[config.mk]
export PLATFORM = sky130hd
export DESIGN_NAME = stage_tl_mshr
export DESIGN_NICKNAME = d
export VERILOG_FILES = /design/src/rtl/stage_tl_mshr_pkg.sv /design/src/rtl/stage_tl_mshr_entry.sv /design/src/rtl/stage_tl_mshr.sv
export SDC_FILE = /design/constraint.sdc
export NUM_CORES = 1
export LEC_CHECK = 0
export CAP_MARGIN = 20
export CELL_PAD_IN_SITES_DETAIL_PLACEMENT = 2
export CELL_PAD_IN_SITES_GLOBAL_PLACEMENT = 2
export CORE_MARGIN = 5
export CORE_UTILIZATION = 27
export CTS_BUF_LIST = sky130_fd_sc_hd__clkbuf_4
export DETAILED_ROUTE_END_ITERATION = 12
export GPL_ROUTABILITY_DRIVEN = 0
export HOLD_SLACK_MARGIN = 0.15
export PLACE_DENSITY_LB_ADDON = 0.1
export SYNTH_ARGS = -nofsm -noshare
export SYNTH_HDL_FRONTEND = slang
export SYNTH_SLANG_ARGS = --single-unit
[constraint.sdc]
create_clock -name clk -period 2.4 [get_ports clk]
set_input_delay 0.48 -clock clk [delete_from_list [all_inputs] [get_ports clk]]
set_output_delay 0.48 -clock clk [all_outputs]
set_load 0.02 [all_outputs]
[src/rtl/stage_tl_mshr_pkg.sv]
// Shared types and helpers for the TL-stage miss-handling unit.
package stage_tl_mshr_pkg;

   localparam int N_THREADS   = 4;
   localparam int N_MSHR      = 4;
   localparam int PADDR_W     = 20;
   localparam int LINE_OFFS_W = 4;
   localparam int LINE_W      = 128;
   localparam int TID_W       = $clog2(N_THREADS);
   localparam int IDX_W       = $clog2(N_MSHR);
   localparam int LADDR_W     = PADDR_W - LINE_OFFS_W;

   typedef logic [PADDR_W-1:0]   pptr_t;
   typedef logic [LADDR_W-1:0]   lineaddr_t;
   typedef logic [LINE_W-1:0]    cacheline_t;
   typedef logic [N_THREADS-1:0] tmask_t;

   typedef enum logic [1:0] {
      FREE = 2'd0,
      PEND = 2'd1,
      WAIT = 2'd2
   } mshr_state_t;

   // Line address of a byte address (offset bits dropped, no wrap).
   function automatic lineaddr_t line_of(input pptr_t a);
      return a[PADDR_W-1:LINE_OFFS_W];
   endfunction

   // Byte address of the first byte of a line.
   function automatic pptr_t addr_of(input lineaddr_t l);
      return {l, {LINE_OFFS_W{1'b0}}};
   endfunction

   // Index of the lowest set bit; 0 when the mask is empty.
   function automatic logic [IDX_W-1:0] lowest_idx(input logic [N_MSHR-1:0] m);
      logic [IDX_W-1:0] idx;
      idx = '0;
      for (int i = N_MSHR - 1; i >= 0; i--) begin
         if (m[i]) begin
            idx = IDX_W'(i);
         end else begin
            idx = idx;
         end
      end
      return idx;
   endfunction

endpackage

[src/rtl/stage_tl_mshr_entry.sv]
// One miss-status holding register: state, line address, waiter mask and
// the line compares used for merging misses and matching responses.
module stage_tl_mshr_entry
   import stage_tl_mshr_pkg::*;
(
   input  logic        clk,
   input  logic        rst,
   input  logic        miss_en,
   input  lineaddr_t   miss_line,
   input  tmask_t      miss_tmask,
   input  logic        alloc,
   input  logic        alloc_issue,
   input  logic        issue,
   input  logic        rec_en,
   input  lineaddr_t   rec_line,
   output mshr_state_t state,
   output lineaddr_t   line,
   output tmask_t      waiter_nxt,
   output logic        miss_match,
   output logic        rec_hit
);

   mshr_state_t state_d, state_q;
   lineaddr_t   line_d, line_q;
   tmask_t      waiter_d, waiter_q;
   logic        merge_s;

   assign miss_match = (state_q != FREE) && (line_q == miss_line);
   assign rec_hit    = rec_en && (state_q == WAIT) && (line_q == rec_line);
   assign merge_s    = miss_en && miss_match;

   assign state      = state_q;
   assign line       = line_q;
   assign waiter_nxt = waiter_d;

   // Next entry state; a response wins over a same-line miss so that miss is dropped.
   always_comb begin
      state_d  = state_q;
      line_d   = line_q;
      waiter_d = waiter_q;
      if (rec_hit) begin
         state_d  = FREE;
         waiter_d = '0;
      end else begin
         case (state_q)
            FREE: begin
               if (alloc) begin
                  state_d  = alloc_issue ? WAIT : PEND;
                  line_d   = miss_line;
                  waiter_d = miss_tmask;
               end else begin
                  state_d  = FREE;
               end
            end
            PEND: begin
               if (issue) begin
                  state_d = WAIT;
               end else begin
                  state_d = PEND;
               end
               if (merge_s) begin
                  waiter_d = waiter_q | miss_tmask;
               end else begin
                  waiter_d = waiter_q;
               end
            end
            WAIT: begin
               if (merge_s) begin
                  waiter_d = waiter_q | miss_tmask;
               end else begin
                  waiter_d = waiter_q;
               end
            end
            default: begin
               state_d  = FREE;
               waiter_d = '0;
            end
         endcase
      end
   end

   // Entry state register.
   always_ff @(posedge clk or negedge rst) begin
      if (!rst) begin
         state_q  <= FREE;
         line_q   <= '0;
         waiter_q <= '0;
      end else begin
         state_q  <= state_d;
         line_q   <= line_d;
         waiter_q <= waiter_d;
      end
   end

endmodule

[src/rtl/stage_tl_mshr.sv]
// Non-blocking miss handler: N_MSHR entries, lowest-index allocate/issue,
// a one-deep writeback register and a fill register towards the D-cache.
module stage_tl_mshr
   import stage_tl_mshr_pkg::*;
(
   input  logic                 clk,
   input  logic                 rst,
   input  logic                 miss_en,
   input  logic [TID_W-1:0]     miss_thread,
   input  logic [PADDR_W-1:0]   miss_addr,
   input  logic                 miss_wb_en,
   input  logic [PADDR_W-1:0]   miss_wb_addr,
   input  logic [LINE_W-1:0]    miss_wb_line,
   output logic                 mem_req_ren,
   output logic [PADDR_W-1:0]   mem_req_raddr,
   output logic                 mem_req_wen,
   output logic [PADDR_W-1:0]   mem_req_waddr,
   output logic [LINE_W-1:0]    mem_req_wcacheline,
   input  logic                 mem_rec_en,
   input  logic [PADDR_W-1:0]   mem_rec_addr,
   input  logic [LINE_W-1:0]    mem_rec_cacheline,
   output logic                 fill_en,
   output logic [PADDR_W-1:0]   fill_addr,
   output logic [LINE_W-1:0]    fill_line,
   output logic [N_THREADS-1:0] stalled,
   output logic                 full
);

   mshr_state_t       state_s      [N_MSHR];
   lineaddr_t         line_s       [N_MSHR];
   tmask_t            waiter_nxt_s [N_MSHR];
   logic [N_MSHR-1:0] match_s, hit_s, free_s, pend_s, alloc_s, issue_s;
   logic              alloc_req_s, alloc_issue_s;
   logic [IDX_W-1:0]  alloc_idx_s, issue_idx_s;
   lineaddr_t         miss_line_s, rec_line_s;
   tmask_t            miss_tmask_s;
   logic              unused_offs_s;

   logic       ren_d, ren_q, wen_d, wen_q, fill_en_d, fill_en_q;
   pptr_t      raddr_d, raddr_q, waddr_d, waddr_q, fill_addr_d, fill_addr_q;
   cacheline_t wline_d, wline_q, fill_line_d, fill_line_q;
   tmask_t     stalled_d, stalled_q;

   assign miss_line_s   = line_of(miss_addr);
   assign rec_line_s    = line_of(mem_rec_addr);
   assign miss_tmask_s  = tmask_t'(1'b1) << miss_thread;
   assign unused_offs_s = ^{miss_addr[LINE_OFFS_W-1:0], mem_rec_addr[LINE_OFFS_W-1:0]};

   for (genvar g = 0; g < N_MSHR; g++) begin : g_entry
      stage_tl_mshr_entry u_entry (
         .clk         (clk),
         .rst         (rst),
         .miss_en     (miss_en),
         .miss_line   (miss_line_s),
         .miss_tmask  (miss_tmask_s),
         .alloc       (alloc_s[g]),
         .alloc_issue (alloc_issue_s),
         .issue       (issue_s[g]),
         .rec_en      (mem_rec_en),
         .rec_line    (rec_line_s),
         .state       (state_s[g]),
         .line        (line_s[g]),
         .waiter_nxt  (waiter_nxt_s[g]),
         .miss_match  (match_s[g]),
         .rec_hit     (hit_s[g])
      );
      assign free_s[g] = (state_s[g] == FREE);
      assign pend_s[g] = (state_s[g] == PEND);
   end

   // An entry freed by a response this cycle still reads as busy, so it is not reused yet.
   assign full        = ~(|free_s);
   assign alloc_req_s = miss_en && !(|match_s) && (|free_s);
   assign alloc_idx_s = lowest_idx(free_s);
   assign issue_idx_s = lowest_idx(pend_s);

   // Allocation and read issue; a fresh miss goes straight out when nothing older is pending.
   always_comb begin
      alloc_s       = '0;
      issue_s       = '0;
      alloc_issue_s = 1'b0;
      ren_d         = 1'b0;
      raddr_d       = raddr_q;
      if (alloc_req_s) begin
         alloc_s[alloc_idx_s] = 1'b1;
      end else begin
         alloc_s = '0;
      end
      if (|pend_s) begin
         issue_s[issue_idx_s] = 1'b1;
         ren_d                = 1'b1;
         raddr_d              = addr_of(line_s[issue_idx_s]);
      end else if (alloc_req_s) begin
         alloc_issue_s = 1'b1;
         ren_d         = 1'b1;
         raddr_d       = addr_of(miss_line_s);
      end else begin
         ren_d = 1'b0;
      end
   end

   // Fill, writeback and stall next values.
   always_comb begin
      stalled_d = '0;
      for (int i = 0; i < N_MSHR; i++) begin
         stalled_d = stalled_d | waiter_nxt_s[i];
      end
      fill_en_d   = |hit_s;
      fill_addr_d = fill_addr_q;
      fill_line_d = fill_line_q;
      if (|hit_s) begin
         fill_addr_d = addr_of(rec_line_s);
         fill_line_d = mem_rec_cacheline;
      end else begin
         fill_addr_d = fill_addr_q;
         fill_line_d = fill_line_q;
      end
      wen_d   = miss_wb_en;
      waddr_d = waddr_q;
      wline_d = wline_q;
      if (miss_wb_en) begin
         waddr_d = miss_wb_addr;
         wline_d = miss_wb_line;
      end else begin
         waddr_d = waddr_q;
         wline_d = wline_q;
      end
   end

   // Output registers.
   always_ff @(posedge clk or negedge rst) begin
      if (!rst) begin
         ren_q       <= 1'b0;
         raddr_q     <= '0;
         wen_q       <= 1'b0;
         waddr_q     <= '0;
         wline_q     <= '0;
         fill_en_q   <= 1'b0;
         fill_addr_q <= '0;
         fill_line_q <= '0;
         stalled_q   <= '0;
      end else begin
         ren_q       <= ren_d;
         raddr_q     <= raddr_d;
         wen_q       <= wen_d;
         waddr_q     <= waddr_d;
         wline_q     <= wline_d;
         fill_en_q   <= fill_en_d;
         fill_addr_q <= fill_addr_d;
         fill_line_q <= fill_line_d;
         stalled_q   <= stalled_d;
      end
   end

   assign mem_req_ren        = ren_q;
   assign mem_req_raddr      = raddr_q;
   assign mem_req_wen        = wen_q;
   assign mem_req_waddr      = waddr_q;
   assign mem_req_wcacheline = wline_q;
   assign fill_en            = fill_en_q;
   assign fill_addr          = fill_addr_q;
   assign fill_line          = fill_line_q;
   assign stalled            = stalled_q;

endmodule

# Word-level counts from Yosys, hierarchy flattened

Index checks and enable logic that the tools add are counted.

Bitwise logic cells: 13
Shifts and indexed selects: 1
$lt $le $gt $ge: 5
Muxes and demuxes: 55
Reductions and logical operators: 42
Eq/ne operators: 20

Operator list:

| kind                                                                                | number |
|---|---|
| 16-bit equality test                                                                | 8 |
| 4-bit 2-to-1 mux                                                                    | 14 |
| 2-bit 2-to-1 mux                                                                    | 21 |
| 20-bit 2-to-1 mux                                                                   | 2 |
| 16-bit binary-select mux with 2-bit select                                          | 1 |
| 16-bit 2-to-1 mux                                                                   | 2 |
| 4-bit case mux with 2 select lines                                                  | 4 |
| 4-bit OR                                                                            | 7 |
| 2-bit case mux with 3 select lines                                                  | 4 |
| 1-bit logical AND                                                                   | 20 |
| 4-bit OR reduction                                                                  | 4 |
| 3-bit AND reduction                                                                 | 4 |
| 2-bit nonzero test                                                                  | 5 |
| 2-bit by 1-bit equality test with 1-bit output, second input constant               | 4 |
| 2-bit equality test, second input constant                                          | 4 |
| 2-bit logical NOT                                                                   | 4 |
| 2-bit by 1-bit inequality test with 1-bit output, second input constant             | 4 |
| 2-bit OR reduction                                                                  | 4 |
| 2-bit by 3-bit < comparator with 1-bit output, second input constant                | 2 |
| 1-bit 2-to-1 mux                                                                    | 5 |
| 1-bit NOT                                                                           | 5 |
| 1-bit demux with 2-bit select                                                       | 2 |
| 2-bit by 1-bit greater-or-equal comparator with 1-bit output, second input constant | 2 |
| 1-bit by 2-bit << shifter with 4-bit output, first input constant                   | 1 |
| 3 further kinds                                                                     | 3 |

Input port bits: 323
Register bits after elaboration: 407
Output and inout bits: 324
Logic and storage cells: 157

# Depth between registers and ports, before layout

Word-level depth: 16
Depth in mapped cells: 11
Depth with buffers taken out: 9

# Cells and area by module

From an unflattened synthesis, not the netlist that was laid out.

Cells, all modules: 1317
Area total of the unflattened synthesis: 18288.8 um2

Modules (own cells, without submodules):

| module              | times used | sequential area each (um2) | area an instance (um2) | cells each |
|---|---|---|---|---|
| stage_tl_mshr       | 1          | 7882.6                     | 12578.3                | 805 |
| stage_tl_mshr_entry | 4          | 550.5                      | 1427.6                 | 128 |

# Worst setup path after synthesis

Ideal clock, no wire load.

Path type: in2reg
Start point: input port miss_addr[10]
End point: register g_entry[1].u_entry.line_q[10]
Cell stages on the path: 10
Required time: 2.275 ns
Path buffers: 3
Data arrival time: 2.570 ns
Setup time: 0.125 ns
Slack: -0.295 ns
Cell sequence: buf_4 xor2_1 nor4_1 nand4_2 nor3_2 nor4_2 and4_2 buf_2 buf_2 mux2_2

Word-level cells in the longest chain between the ends: 8
Elaborated cells on any way between the ends: 14
Classes of those cells: eq/ne (4); mux (1); reduce/logical (9)

Ends and longest elaborated chain:

| element                                  | line                      | RTL |
|---|---|---|
| from (decl)                              | stage_tl_mshr.sv:10       | `input logic [PADDR_W-1:0] miss_addr,` |
| 16-bit equality test                     | stage_tl_mshr_entry.sv:28 | `assign miss_match = (state_q != FREE) && (line_q == miss_line);` |
| 1-bit logical AND                        | stage_tl_mshr_entry.sv:28 |  |
| 4-bit OR reduction (*)                   | stage_tl_mshr.sv:73       | `assign alloc_req_s = miss_en && !(\|match_s) && (\|free_s);` |
| 1-bit logical NOT (*)                    | stage_tl_mshr.sv:73       |  |
| 1-bit logical AND (*) (2 in series)      | stage_tl_mshr.sv:73       |  |
| 4-bit 2-to-1 mux (*)                     | stage_tl_mshr.sv:84       | `if (alloc_req_s) begin` |
| 3-bit AND reduction (no source line) (*) | --                        |  |
| to (signal assigned)                     | stage_tl_mshr_entry.sv:90 | `line_q <= line_d;` |
| to (decl)                                | stage_tl_mshr_entry.sv:24 | `lineaddr_t line_d, line_q;` |

Every way passes the cells marked *; elsewhere a longest branch is shown, timed or not.
A chain may end at the register's enable or synchronous reset.

# Worst setup path after layout

Start point: register g_entry[3].u_entry.line_q[2]
End point: register stalled_q[3], in the netlist stalled[3]

Word-level cells in the longest chain between the ends: 13
Elaborated cells on any way between the ends: 26
Classes of those cells: eq/ne (2); mux (14); bitwise (3); reduce/logical (7)

Ends and longest elaborated chain:

| element                                    | line                      | RTL |
|---|---|---|
| from (decl)                                | stage_tl_mshr_entry.sv:24 |  |
| from (signal assigned)                     | stage_tl_mshr_entry.sv:90 |  |
| 16-bit equality test                       | stage_tl_mshr_entry.sv:28 |  |
| 1-bit logical AND                          | stage_tl_mshr_entry.sv:28 |  |
| 4-bit OR reduction                         | stage_tl_mshr.sv:73       |  |
| 1-bit logical NOT                          | stage_tl_mshr.sv:73       |  |
| 1-bit logical AND (2 in series)            | stage_tl_mshr.sv:73       |  |
| 4-bit 2-to-1 mux                           | stage_tl_mshr.sv:84       |  |
| 4-bit 2-to-1 mux                           | stage_tl_mshr_entry.sv:47 | `if (alloc) begin` |
| 4-bit case mux with 2 select lines         | stage_tl_mshr_entry.sv:45 | `case (state_q)` |
| 4-bit 2-to-1 mux                           | stage_tl_mshr_entry.sv:41 | `if (rec_hit) begin` |
| named net g_entry[1].u_entry.waiter_nxt[3] | stage_tl_mshr_entry.sv:18 | `output tmask_t waiter_nxt,` |
| 4-bit OR (3 in series)                     | stage_tl_mshr.sv:106      | `stalled_d = stalled_d \| waiter_nxt_s[i];` |
| named net stalled_d[3]                     | stage_tl_mshr.sv:42       | `tmask_t stalled_d, stalled_q;` |
| to (signal assigned)                       | stage_tl_mshr.sv:151      | `stalled_q <= stalled_d;` |
| to (decl)                                  | stage_tl_mshr.sv:42       |  |

The timed path passes the listed nets, and every way through them passes these cells.

==> summary.md <==
| Metric | Value |
|---|---|
| TritonRoute pass-1 iters | `5` |
| Relative slew slack | `52.13%` |
| Post-route antenna net violation count | `0` |
| Avg Vias per Cell | `4.699` |
| Net count, final | `2759` |
| Yosys reg bits | `403` |
| Die Y | `267.2 microns` |
| Final Hold Vio Count | `0` |
| Cell area power density | `688.5 mW/mm^2` |
| IO Pins | `647` |
| Hold Crit Class | `input port to register` |
| Failing checks | `setup timing` |
| Cts bufs inserted | `117` |
| Area of the mapped netlist | `0.01786 sq mm` |
| Req. time, crit path | `3130 ps` |
| Critical Path End Type | `register` |
| Rows | `94` |
| Worst-path fanout max | `5` |
| Post-synth EDFFs | `0` |
| Clock slew at the register clock pins of the worst setup and hold paths | `80 ps` |
| Largest net degree at the start of global routing | `70` |
| Synthesis Warnings | `0` |
| Leakage | `0.01775 uW` |
| Worst skew pair latency | `910 ps` |
| Vias | `15850` |
| Number of max-cap violations | `0` |
| Bufs on Longest Clock Path | `3` |
| Area of the die | `0.07140 sq mm` |
| GRT overflow | `0` |
| FF-to-FF path depth | `10` |
| Worst Tran Pin Value | `714.7 ps` |
| Dpl cells | `2914` |
| Synth area leaders | `dfrtp_1 56%, mux2_2 23%, xor2_1 3.2%` |
| Buffers added on ports | `630` |
| Global-route wire length before repair | `133800 microns` |
| Kind of critical path | `register to register` |
| P&R area growth vs syn | `84.51%` |
| Seq/Total Area, Yosys | `56.46%` |
| Worst EP arrival | `3410 ps` |
| Final Total Pwr | `22690 uW` |
| Fmax | `0.3731 GHz` |
| Tmin final | `2680 ps` |
| DRT iter0 DRCs | `656` |
| Status | `complete, but fails checks` |
| Crit path launch type | `register` |
| Layout cells sized above 1 | `38.58%` |
| Worst setup margin | `-280.2 ps` |
| Period utilization | `111.7%` |
| Unrepaired setup endpoints after global routing | `yes` |
| DP HPWL | `64810 microns` |
| Ys flop type | `dfrtp_1` |
| Initial antenna violation count | `24` |
| Vias in the first global route | `18650` |
| H-tree levels | `3` |
| All-Layer GR Usage | `25.35%` |
| CTS tree | `done` |
| Final Non-Filler Cells | `3374` |
| Clock Root Buffer | `clkbuf_4` |
| Worst VDD drop | `0.0004607 V` |
| Yosys top cell by area | `dfrtp_1` |
| Wire per inst | `29.38 microns` |
| Clk sink count | `403` |
| Final setup fails | `221` |
| Ys async rst share | `100.0%` |
| Mapped Cells | `1267` |
| Core area | `0.06575 sq mm` |
| Final wirelength | `99140 microns` |
| Clock skew | `103.2 ps` |
| Residual DRC | `0` |
| Syn_area_per_cell | `14.10 sq um` |
| Synth top area share | `56.46%` |
| Post-synth cell types | `57` |
| Max Slew Vio Count | `0` |
| Starting Density | `27.17%` |
| Worst Hold Path Cells | `2` |
| Die X | `267.2 microns` |
cells by family after synthesis:
kind of cell | Yosys count | synth area share (%)
flops | 403 | 56.46
other cells | 1 | 0.02099
fa+ha+maj | 17 | 1.191
mux | 404 | 25.25
compound gates | 70 | 3.215
buf+inv | 117 | 3.404
simple gates | 127 | 4.147
xor+xnor | 128 | 6.318
cells in the final DEF, fill, tap and decap left out, types with 5 or more instances in the layout:
cell type / instances
a21oi_1: 5
a222oi_1: 16
a22o_1: 6
and2_1: 8
buf_12: 31
buf_16: 9
buf_4: 219
buf_6: 19
buf_8: 8
clkbuf_16: 11
clkbuf_4: 177
clkdlybuf4s50_1: 335
clkinv_1: 13
conb_1: 8
dfrtp_1: 398
dfrtp_2: 5
diode_2: 14
dlygate4sd2_1: 64
dlygate4sd3_1: 192
dlymetal6s2s_1: 227
ha_1: 14
inv_1: 19
inv_2: 6
mux2_2: 234
mux2_4: 138
mux2i_1: 30
nand2_1: 9
nand3_1: 20
nand4_1: 17
nor2_1: 10
nor2_2: 8
nor3_1: 8
nor4_1: 6
xnor2_1: 43
xnor2_2: 13
xnor2_4: 5
xor2_1: 53
xor2_2: 13
stage by stage:
step                hold slack (ps)  instance area, sq um  setup WS [ps]  util [%]  setup TNS [ps]
finish                        240.2                 32960         -280.2     50.13          -24520
global route                  156.0                 32950         -370.6     50.12          -39640
CTS                           150.9                 31200         -241.2     47.45          -36460
detailed placement            450.5                 26960          -1156     41.01         -219610
global placement              453.4                 26960          -1059     41.01         -209050
floorplan                     184.4                 18070         -243.3         -           -3686
where the power goes:
part,switching (uW),internal [uW]
Sequential,701,7620
Combinational,3370,3970
Clock,3490,3540
final cells by class:
type,instances,area [sq um]
diodes,14,35.03
clock inverters,19,148.9
well taps,864,1081
repair buffers,1116,11810
multi-input cells,754,8361
clock buffers,177,1329
inverters,27,103.9
flip-flops and latches,403,10090
fillers,6189,32790
synthesized netlist by cell type (16+ instances only):
| cell | n |
|---|---|
| mux2_2 | 372 |
| clkbuf_1 | 37 |
| nor2_1 | 19 |
| xnor2_1 | 61 |
| a222oi_1 | 16 |
| nand3_1 | 25 |
| ha_1 | 17 |
| mux2i_1 | 32 |
| dfrtp_1 | 403 |
| nand4_1 | 17 |
| inv_1 | 26 |
| xor2_1 | 66 |
what timing repair did:
item                                    in CTS  in global routing
setup buffers                               26                 17
pin swaps                                   35                 19
endpoints found under the hold margin      609                  0
resized for setup                          165                424
endpoints found under the setup margin     538                477
cloned                                       6                 12
hold buffers                               193                  0
state kept, by name (all words and copies together), names as in the netlist, 4 cells and up:
signal and flops:
g_entry.u_entry.waiter_q 16, fill_addr 16, stalled 4, mem_req_waddr 20
fill_line 128, g_entry.u_entry.state 8, g_entry.u_entry.line 64, mem_req_wcacheline 128
mem_req_raddr 16
per-layer routing:
layer / wire length (microns) / vias up / GRT usage, %
met5: 88 / - / 0
met4: 3866 / 14 / 8.319
met3: 6361 / 199 / 7.956
met2: 52770 / 559 / 46.83
met1: 36060 / 8221 / 27.55
li1: - / 6861 / -
critical path, stage by stage (launching register included):
cell	delay, ps
dfrtp_1	420
xor2_2	180
nor4_2	350
nand4_1	290
o21ai_2	220
buf_4	160
nor4_4	50
buf_4	140
nand3_4	80
o211ai_1	130
or4_4	540
final timing paths:
kind	startpoint	to	slack [ps]
worst max-delay path	g_entry[3].u_entry.line[2]	stalled[3]	-280
worst max register to register	g_entry[3].u_entry.line[2]	stalled[3]	-280
worst min-delay path	miss_wb_line[11]	mem_req_wcacheline[11]	240
max in group asynchronous	rst	fill_line[123]	1610
worst min register to register	g_entry[0].u_entry.waiter_q[1]	g_entry[0].u_entry.waiter_q[1]	490
min in group asynchronous	rst	fill_line[89]	330
(Power assumes the default switching activity.)
